`src/rtl/arb_rr_2x1_if.sv`:
```
`timescale 1ns/1ps
// arb_rr_2x1_if: request/response bundle for the two-source round-robin arbiter.
// Signal names are taken from the arbiter's point of view; slave is the arbiter side.
interface arb_rr_2x1_if #(
  parameter int DATA_W = 8
);
  logic [1:0]          req_valid_in;
  logic [2*DATA_W-1:0] req_data_in;
  logic [1:0]          req_last_in;
  logic [1:0]          req_ready_out;
  logic                out_valid_out;
  logic [DATA_W-1:0]   out_data_out;
  logic                out_last_out;
  logic                sel_out;
  logic                out_ready_in;
  // Observation of the round-robin pointer and packet-lock state.
  logic                dbg_prio;
  logic                dbg_locked;

  modport slave (
    input  req_valid_in, req_data_in, req_last_in, out_ready_in,
    output req_ready_out, out_valid_out, out_data_out, out_last_out, sel_out,
           dbg_prio, dbg_locked
  );

  modport master (
    output req_valid_in, req_data_in, req_last_in, out_ready_in,
    input  req_ready_out, out_valid_out, out_data_out, out_last_out, sel_out,
           dbg_prio, dbg_locked
  );
endinterface

```
`src/rtl/arb_rr_2x1.sv`:
```
`timescale 1ns/1ps
// arb_rr_2x1: two-source round-robin arbiter feeding a one-entry registered output stage.
// Optional packet locking is enabled by defining ARB_RR_2X1_PKT_LOCK_EN.
module arb_rr_2x1 #(
  parameter int DATA_W = 8
) (
  input  logic        clk_in,
  input  logic        rst_n_in,
  arb_rr_2x1_if.slave bus
);

  // Handshake: a beat moves on any rising edge where valid and ready are both high;
  // valid never depends on ready, ready may depend on valid.
  logic              out_valid_q;
  logic [DATA_W-1:0] out_data_q;
  logic              out_last_q;
  logic              sel_q;
  logic              prio_q;

  logic       load;
  logic [1:0] cand;
  logic       grant_valid;
  logic       grant;
  logic       accept;
  logic       release_beat;

`ifdef ARB_RR_2X1_PKT_LOCK_EN
  typedef enum logic {IDLE = 1'b0, LOCKED = 1'b1} state_t;
  state_t state_q;
  logic   lock_src_q;

  always_comb begin
    cand = bus.req_valid_in;
    if (state_q == LOCKED) cand = bus.req_valid_in & (lock_src_q ? 2'b10 : 2'b01);
  end

  // Arbitration is released only at the end of a packet.
  assign release_beat   = accept && bus.req_last_in[grant];
  assign bus.dbg_locked = (state_q == LOCKED);

  always_ff @(posedge clk_in or negedge rst_n_in) begin
    if (!rst_n_in) begin
      state_q    <= IDLE;
      lock_src_q <= 1'b0;
    end else if (accept) begin
      if (bus.req_last_in[grant]) begin
        state_q <= IDLE;
      end else begin
        state_q    <= LOCKED;
        lock_src_q <= grant;
      end
    end
  end
`else
  assign cand           = bus.req_valid_in;
  assign release_beat   = accept;
  assign bus.dbg_locked = 1'b0;
`endif

  assign load        = !out_valid_q || bus.out_ready_in;
  assign grant_valid = |cand;
  assign grant       = (cand == 2'b11) ? prio_q : cand[1];
  assign accept      = load && grant_valid;

  // Timing note: out_ready_in reaches req_ready_out through this logic with no register.
  assign bus.req_ready_out = (rst_n_in && accept) ? (grant ? 2'b10 : 2'b01) : 2'b00;

  always_ff @(posedge clk_in or negedge rst_n_in) begin
    if (!rst_n_in) begin
      out_valid_q <= 1'b0;
      out_data_q  <= '0;
      out_last_q  <= 1'b0;
      sel_q       <= 1'b0;
      prio_q      <= 1'b0;
    end else begin
      if (accept) begin
        out_valid_q <= 1'b1;
        out_data_q  <= grant ? bus.req_data_in[2*DATA_W-1:DATA_W] : bus.req_data_in[DATA_W-1:0];
        out_last_q  <= bus.req_last_in[grant];
        sel_q       <= grant;
      end else if (load) begin
        out_valid_q <= 1'b0;
      end
      if (release_beat) prio_q <= !grant;
    end
  end

  assign bus.out_valid_out = out_valid_q;
  assign bus.out_data_out  = out_data_q;
  assign bus.out_last_out  = out_last_q;
  assign bus.sel_out       = sel_q;
  assign bus.dbg_prio      = prio_q;

endmodule

```
`src/flat_wrapper.sv`:
```
// flat-port wrapper written by rule: the top's interface ports become plain ports
module arb_rr_2x1_flat 
#(
  parameter int DATA_W = 8
)
  (clk_in, rst_n_in, bus_req_valid_in, bus_req_data_in, bus_req_last_in, bus_out_ready_in, bus_req_ready_out, bus_out_valid_out, bus_out_data_out, bus_out_last_out, bus_sel_out, bus_dbg_prio, bus_dbg_locked);
  arb_rr_2x1_if #(.DATA_W(DATA_W)) bus_i ();
  input  logic clk_in;
  input  logic rst_n_in;
  input wire logic [$bits(bus_i.req_valid_in)-1:0] bus_req_valid_in;
  input wire logic [$bits(bus_i.req_data_in)-1:0] bus_req_data_in;
  input wire logic [$bits(bus_i.req_last_in)-1:0] bus_req_last_in;
  input wire logic [$bits(bus_i.out_ready_in)-1:0] bus_out_ready_in;
  output wire logic [$bits(bus_i.req_ready_out)-1:0] bus_req_ready_out;
  output wire logic [$bits(bus_i.out_valid_out)-1:0] bus_out_valid_out;
  output wire logic [$bits(bus_i.out_data_out)-1:0] bus_out_data_out;
  output wire logic [$bits(bus_i.out_last_out)-1:0] bus_out_last_out;
  output wire logic [$bits(bus_i.sel_out)-1:0] bus_sel_out;
  output wire logic [$bits(bus_i.dbg_prio)-1:0] bus_dbg_prio;
  output wire logic [$bits(bus_i.dbg_locked)-1:0] bus_dbg_locked;
  assign bus_i.req_valid_in = bus_req_valid_in;
  assign bus_i.req_data_in = bus_req_data_in;
  assign bus_i.req_last_in = bus_req_last_in;
  assign bus_i.out_ready_in = bus_out_ready_in;
  assign bus_req_ready_out = bus_i.req_ready_out;
  assign bus_out_valid_out = bus_i.out_valid_out;
  assign bus_out_data_out = bus_i.out_data_out;
  assign bus_out_last_out = bus_i.out_last_out;
  assign bus_sel_out = bus_i.sel_out;
  assign bus_dbg_prio = bus_i.dbg_prio;
  assign bus_dbg_locked = bus_i.dbg_locked;
  arb_rr_2x1 #(.DATA_W(DATA_W)) u_core (.clk_in(clk_in), .rst_n_in(rst_n_in), .bus(bus_i));
endmodule
```
`config.mk`:
```
export PLATFORM = sky130hd
export DESIGN_NAME = arb_rr_2x1_flat
export DESIGN_NICKNAME = d
export VERILOG_FILES = /design/src/rtl/arb_rr_2x1_if.sv /design/src/rtl/arb_rr_2x1.sv /design/src/flat_wrapper.sv
export SDC_FILE = /design/constraint.sdc
export NUM_CORES = 1
export LEC_CHECK = 0
export CAP_MARGIN = 20
export CORE_MARGIN = 3
export CORE_UTILIZATION = 38
export DETAILED_ROUTE_END_ITERATION = 10
export GPL_ROUTABILITY_DRIVEN = 0
export HOLD_SLACK_MARGIN = 0.1
export PLACE_DENSITY = 0.82
export SLEW_MARGIN = 20
export SYNTH_ARGS = -nofsm -noshare
export SYNTH_HDL_FRONTEND = slang
export SYNTH_SLANG_ARGS = --single-unit
export TNS_END_PERCENT = 30
```
`constraint.sdc`:
```
create_clock -name clk_in -period 3.2 [get_ports clk_in]
set_input_delay 0.64 -clock clk_in [delete_from_list [all_inputs] [get_ports clk_in]]
set_output_delay 0.64 -clock clk_in [all_outputs]
set_load 0.02 [all_outputs]
```
# Word-level counts from Yosys, hierarchy flattened
# Index checks and enable logic that the tools add are counted.
[word_totals]
input_bits = 23
reg_bits = 12
out_inout_bits = 15
elab_cells = 22
[op_classes]
muxes = 8
reduce_logical = 7
order_cmp = 1
eq_ne = 1
[ops]
columns = ["cell", "count"]
rows = [
  ["8-bit 2-to-1 mux", 1],
  ["1-bit 2-to-1 mux", 5],
  ["2-bit 2-to-1 mux", 2],
  ["2-bit equality test, second input constant", 1],
  ["1-bit logical AND", 2],
  ["1-bit zero test", 2],
  ["1-bit by 2-bit < comparator with 1-bit output, second input constant", 1],
  ["2-bit nonzero test", 1],
  ["2-bit OR reduction", 1],
  ["1-bit logical OR", 1],
]

# Longest topological paths before layout
[logic_depth]
ltp_word = 5
depth_mapped = 4
depth_no_buf = 3

# Least setup slack after synthesis
# Ideal clock, no wire load.
[synth_timing]
kind = "input to output"
from = "in bus_out_ready_in"
to = "out bus_req_ready_out[1]"
required_time_ns = 2.560
path_slack_ns = 1.170
arrival_ns = 1.390
n_path_buf = 1
path_stages = 4
path_cell_list = "nand2b_1 > buf_2 > nand3_1 > nor2_1"
[synth_between]
elab_chain_len = 4
[synth_rtl]
columns = ["element", "line", "rtl"]
rows = [
  ["start, declared", "flat_wrapper.sv:13", "input wire logic [$bits(bus_i.out_ready_in)-1:0] bus_out_ready_in;"],
  ["1-bit logical OR", "arb_rr_2x1.sv:60", "assign load = !out_valid_q || bus.out_ready_in;"],
  ["1-bit logical AND", "arb_rr_2x1.sv:63", "assign accept = load && grant_valid;"],
  ["1-bit logical AND", "arb_rr_2x1.sv:66", "assign bus.req_ready_out = (rst_n_in && accept) ? (grant ? 2'b10 : 2'b01) : 2'b00;"],
  ["2-bit 2-to-1 mux", "arb_rr_2x1.sv:66", ""],
  ["end, declared", "flat_wrapper.sv:14", "output wire logic [$bits(bus_i.req_ready_out)-1:0] bus_req_ready_out;"],
]
# No other way between the ends.

# Final worst setup path
[layout_timing]
from = "in bus_req_valid_in[0]"
to = "out bus_req_ready_out[0]"
[layout_between]
elab_chain_len = 4
word_cells_on_any_way = 7
cone_classes = "1 x eq/ne; 3 x mux; 3 x reduce/logical"
[layout_rtl]
columns = ["element", "line", "rtl"]
rows = [
  ["start, declared", "flat_wrapper.sv:10", "input wire logic [$bits(bus_i.req_valid_in)-1:0] bus_req_valid_in;"],
  ["2-bit equality test / 2-bit OR reduction (equally long branches)", "arb_rr_2x1.sv:62, arb_rr_2x1.sv:61", ""],
  ["1-bit 2-to-1 mux / 1-bit logical AND (equally long branches)", "arb_rr_2x1.sv:62, arb_rr_2x1.sv:63", ""],
  ["2-bit 2-to-1 mux / 1-bit logical AND (equally long branches)", "arb_rr_2x1.sv:66", ""],
  ["2-bit 2-to-1 mux (*)", "arb_rr_2x1.sv:66", ""],
]
# Every way passes the cells marked *; elsewhere a longest branch is shown, timed or not.

==> flow_metrics.env <==
export IMPL_run_status="completed"
export IMPL_critical_path_required_ps=2560
export IMPL_cellPowerDensity_nw_per_um2=480
export IMPL_grt_overflow=0
export IMPL_fin_ws_ps=293
export IMPL_clock_sinks=12
export IMPL_pre_cts_slack_ps=304
export IMPL_grt_max_degree=14
export IMPL_grt_pass1_vias=685
export IMPL_post_cts_resized=0
export IMPL_insertion_delay_ps=270
export IMPL_fp_dieArea_um2=2150
export IMPL_rsz0062_at_grt="false"
export IMPL_hold_violations=0
export IMPL_drt_iter0_drc=12
export IMPL_power_static_leakage_nw=0.424
export IMPL_wire_per_inst_um=15.0
export IMPL_synth_nets=94
export IMPL_port_buffers=36
export IMPL_worstSetupPathType="in -> out"
export IMPL_cts_hold_buf=0
export IMPL_synthMuxAreaShare_pct=0
export IMPL_clk_pin_slew_worst_paths_ps=80
export IMPL_drive_gt1_share_pct=9.09
export IMPL_fillers=122
export IMPL_synth_area_leader_cell="dfrtp_1"
export IMPL_fin_setup_tns_ps=0
export IMPL_vias=694
export IMPL_hpwl_mm=1.44
export IMPL_setup_violations=0
export IMPL_grtUsageMet3_pct=2.73
export IMPL_syn_area_um2=621
export IMPL_routed_wl_mm=1.88
export IMPL_ys_seq_area_share_pct=48.4
export IMPL_htree_levels=1
export IMPL_period_share_pct=90.8
export IMPL_cp_start_kind="primary input"
export IMPL_fin_nets=134
export IMPL_fmax_mhz=344
export IMPL_hp_class="reg -> reg"
export IMPL_die_y_um=46.4
export IMPL_synth_xor_area_share_pct=0
export IMPL_path_max_fanout=11
export IMPL_clk_path_buf_depth=2
export IMPL_maxCapViolCount=0
export IMPL_die_x_um=46.4
export IMPL_viasPerCell=5.55
export IMPL_antenna_found_initial=0
export IMPL_synth_top_family_by_area="compound AO/OA/AOI/OAI gates"
export IMPL_fin_util_pct=73.2
export IMPL_period_minus_slack_ps=2910
export IMPL_ir_worst_vdd_mv=0.291
export IMPL_yosys_warnings=0
export IMPL_crit_arrival_ps=2270
export IMPL_synth_simple_area_share_pct=16.9
export IMPL_grt_util_all_layers_pct=19.4
export IMPL_synth_compound_area_share_pct=26.2
export IMPL_met2_usage_pct=36.8
export IMPL_drc=0
export IMPL_num_rows=13
export IMPL_slew_viol_final=0
export IMPL_syn2layout_area_growth_pct=66.9
export IMPL_synthDominantCellAreaShare_pct=48.4
export IMPL_grtUsageMet1_pct=20.3
export IMPL_insertedDiodeCount=0
export IMPL_grt_pass1_wl_mm=2.93
export IMPL_yosys_top_cells_area="dfrtp_1 (48%), a31oi_1 (10%), a21oi_1 (8.1%)"
export IMPL_start_util_pct=43.9
export IMPL_syn_area_per_cell_um2=8.74
export IMPL_syn_inst=71
export IMPL_grt_busiest_layer="met2"
export IMPL_cts_tree="done"
export IMPL_postCtsSetupRepairBufs=0
export IMPL_skew_ps=8.98
export IMPL_ys_seq_elements=12
export IMPL_drtAntennaViolNets=0
export IMPL_core_um2=1420
export IMPL_end_kind="output port"
export IMPL_synth_cell_types=19
export IMPL_cts_root_buf="clkbuf_4"
export IMPL_cts_inserted_buffers=3
export IMPL_io_pins=38
export IMPL_drtPass1Iterations=4
export IMPL_synthAdderAreaFrac_pct=0
[report_power, final]
part,switching (mW),total [mW],internal (mW),leakage (nW)
Clock,0.0509,0.120,0.0690,0.0210
Combinational,0.0914,0.186,0.0949,0.269
Sequential,0.0151,0.191,0.176,0.134
[synthesized netlist by cell type]
library cell,n
a21oi_1,10
or2_1,1
a31oi_1,10
o21ai_1,1
buf_6,1
and3_1,1
clkbuf_1,1
nand3_1,10
nor2_1,1
buf_4,1
conb_1,1
and2b_1,1
dfrtp_1,12
and2_4,1
buf_2,3
nand2b_1,3
nand2_1,1
o21ai_0,9
inv_1,3
[registers in the layout, indices dropped and copies added, names as in the netlist]
| signal | cells |
|---|---|
| u_core.bus.sel_out | 1 |
| u_core.bus.dbg_prio | 1 |
| u_core.bus.out_last_out | 1 |
| u_core.bus.out_valid_out | 1 |
| u_core.bus.out_data_out | 8 |
[per-stage QoR]
stage	hold WS (ps)	power (mW)	area, um^2	cells
after detailed placement	518	0.380	1000	121
after floorplan	344	0.281	621	71
after CTS	544	0.502	1040	125
after global placement	514	0.375	1000	121
final	536	0.497	1040	125
after global routing	578	0.523	1040	125
[layout make-up]
cell class | instances | area (um^2) | area share (%)
Clock buffer | 4 | 36.3 | 3.50
Sequential cell | 12 | 300 | 29.0
Inverter | 3 | 11.3 | 1.09
Tap cell | 15 | 18.8 | 1.81
Multi-Input combinational cell | 50 | 272 | 26.2
Timing Repair Buffer | 41 | 398 | 38.4
[critical path, stage by stage]
cell	delay, ps
clkdlybuf4s50_1	520
or2_1	140
and2_4	200
and3_1	170
clkdlybuf4s50_1	600
[layout by cell type (no fill, tap or decap), types with 3 or more instances in the layout]
cell type	Yosys	layout
a21oi_1	10	10
a31oi_1	10	10
buf_4	1	5
clkbuf_4	0	3
clkdlybuf4s50_1	0	36
dfrtp_1	12	12
inv_1	3	3
nand2b_1	3	3
nand3_1	10	10
o21ai_0	9	9
[routing by layer]
layer / share of wire, % / wire length (um)
met1: 40 / 754
met5: 0 / 0
met2: 50 / 937
met4: 1.6 / 30
met3: 8.5 / 159
[worst paths after layout]
| check | startpoint | endpoint | slack (ps) | depth (start not counted) |
|---|---|---|---|---|
| setup / recovery | bus_req_valid_in[0] | bus_req_ready_out[0] | 290 | 5 |
| hold / removal | u_core.bus.dbg_prio | u_core.bus.dbg_prio | 540 | 1 |
| setup reg to reg | u_core.bus.dbg_prio | u_core.bus.out_data_out[0] | 1950 | 4 |
| hold reg to reg | u_core.bus.dbg_prio | u_core.bus.dbg_prio | 540 | 1 |
| max in group asynchronous | rst_n_in | u_core.bus.out_data_out[1] | 2290 | 2 |
| min in group asynchronous | rst_n_in | u_core.bus.out_valid_out | 750 | 2 |
[kinds of logic (layout without fill, tap and decap cells)]
group / after synthesis / in the layout
buffers and inverters: 9 / 48
other: 1 / 1
flip-flops: 12 / 12
AO/OA/AOI/OAI: 30 / 30
AND/OR/NAND/NOR: 19 / 19
No activity file was read; power rests on OpenSTA's default activity.
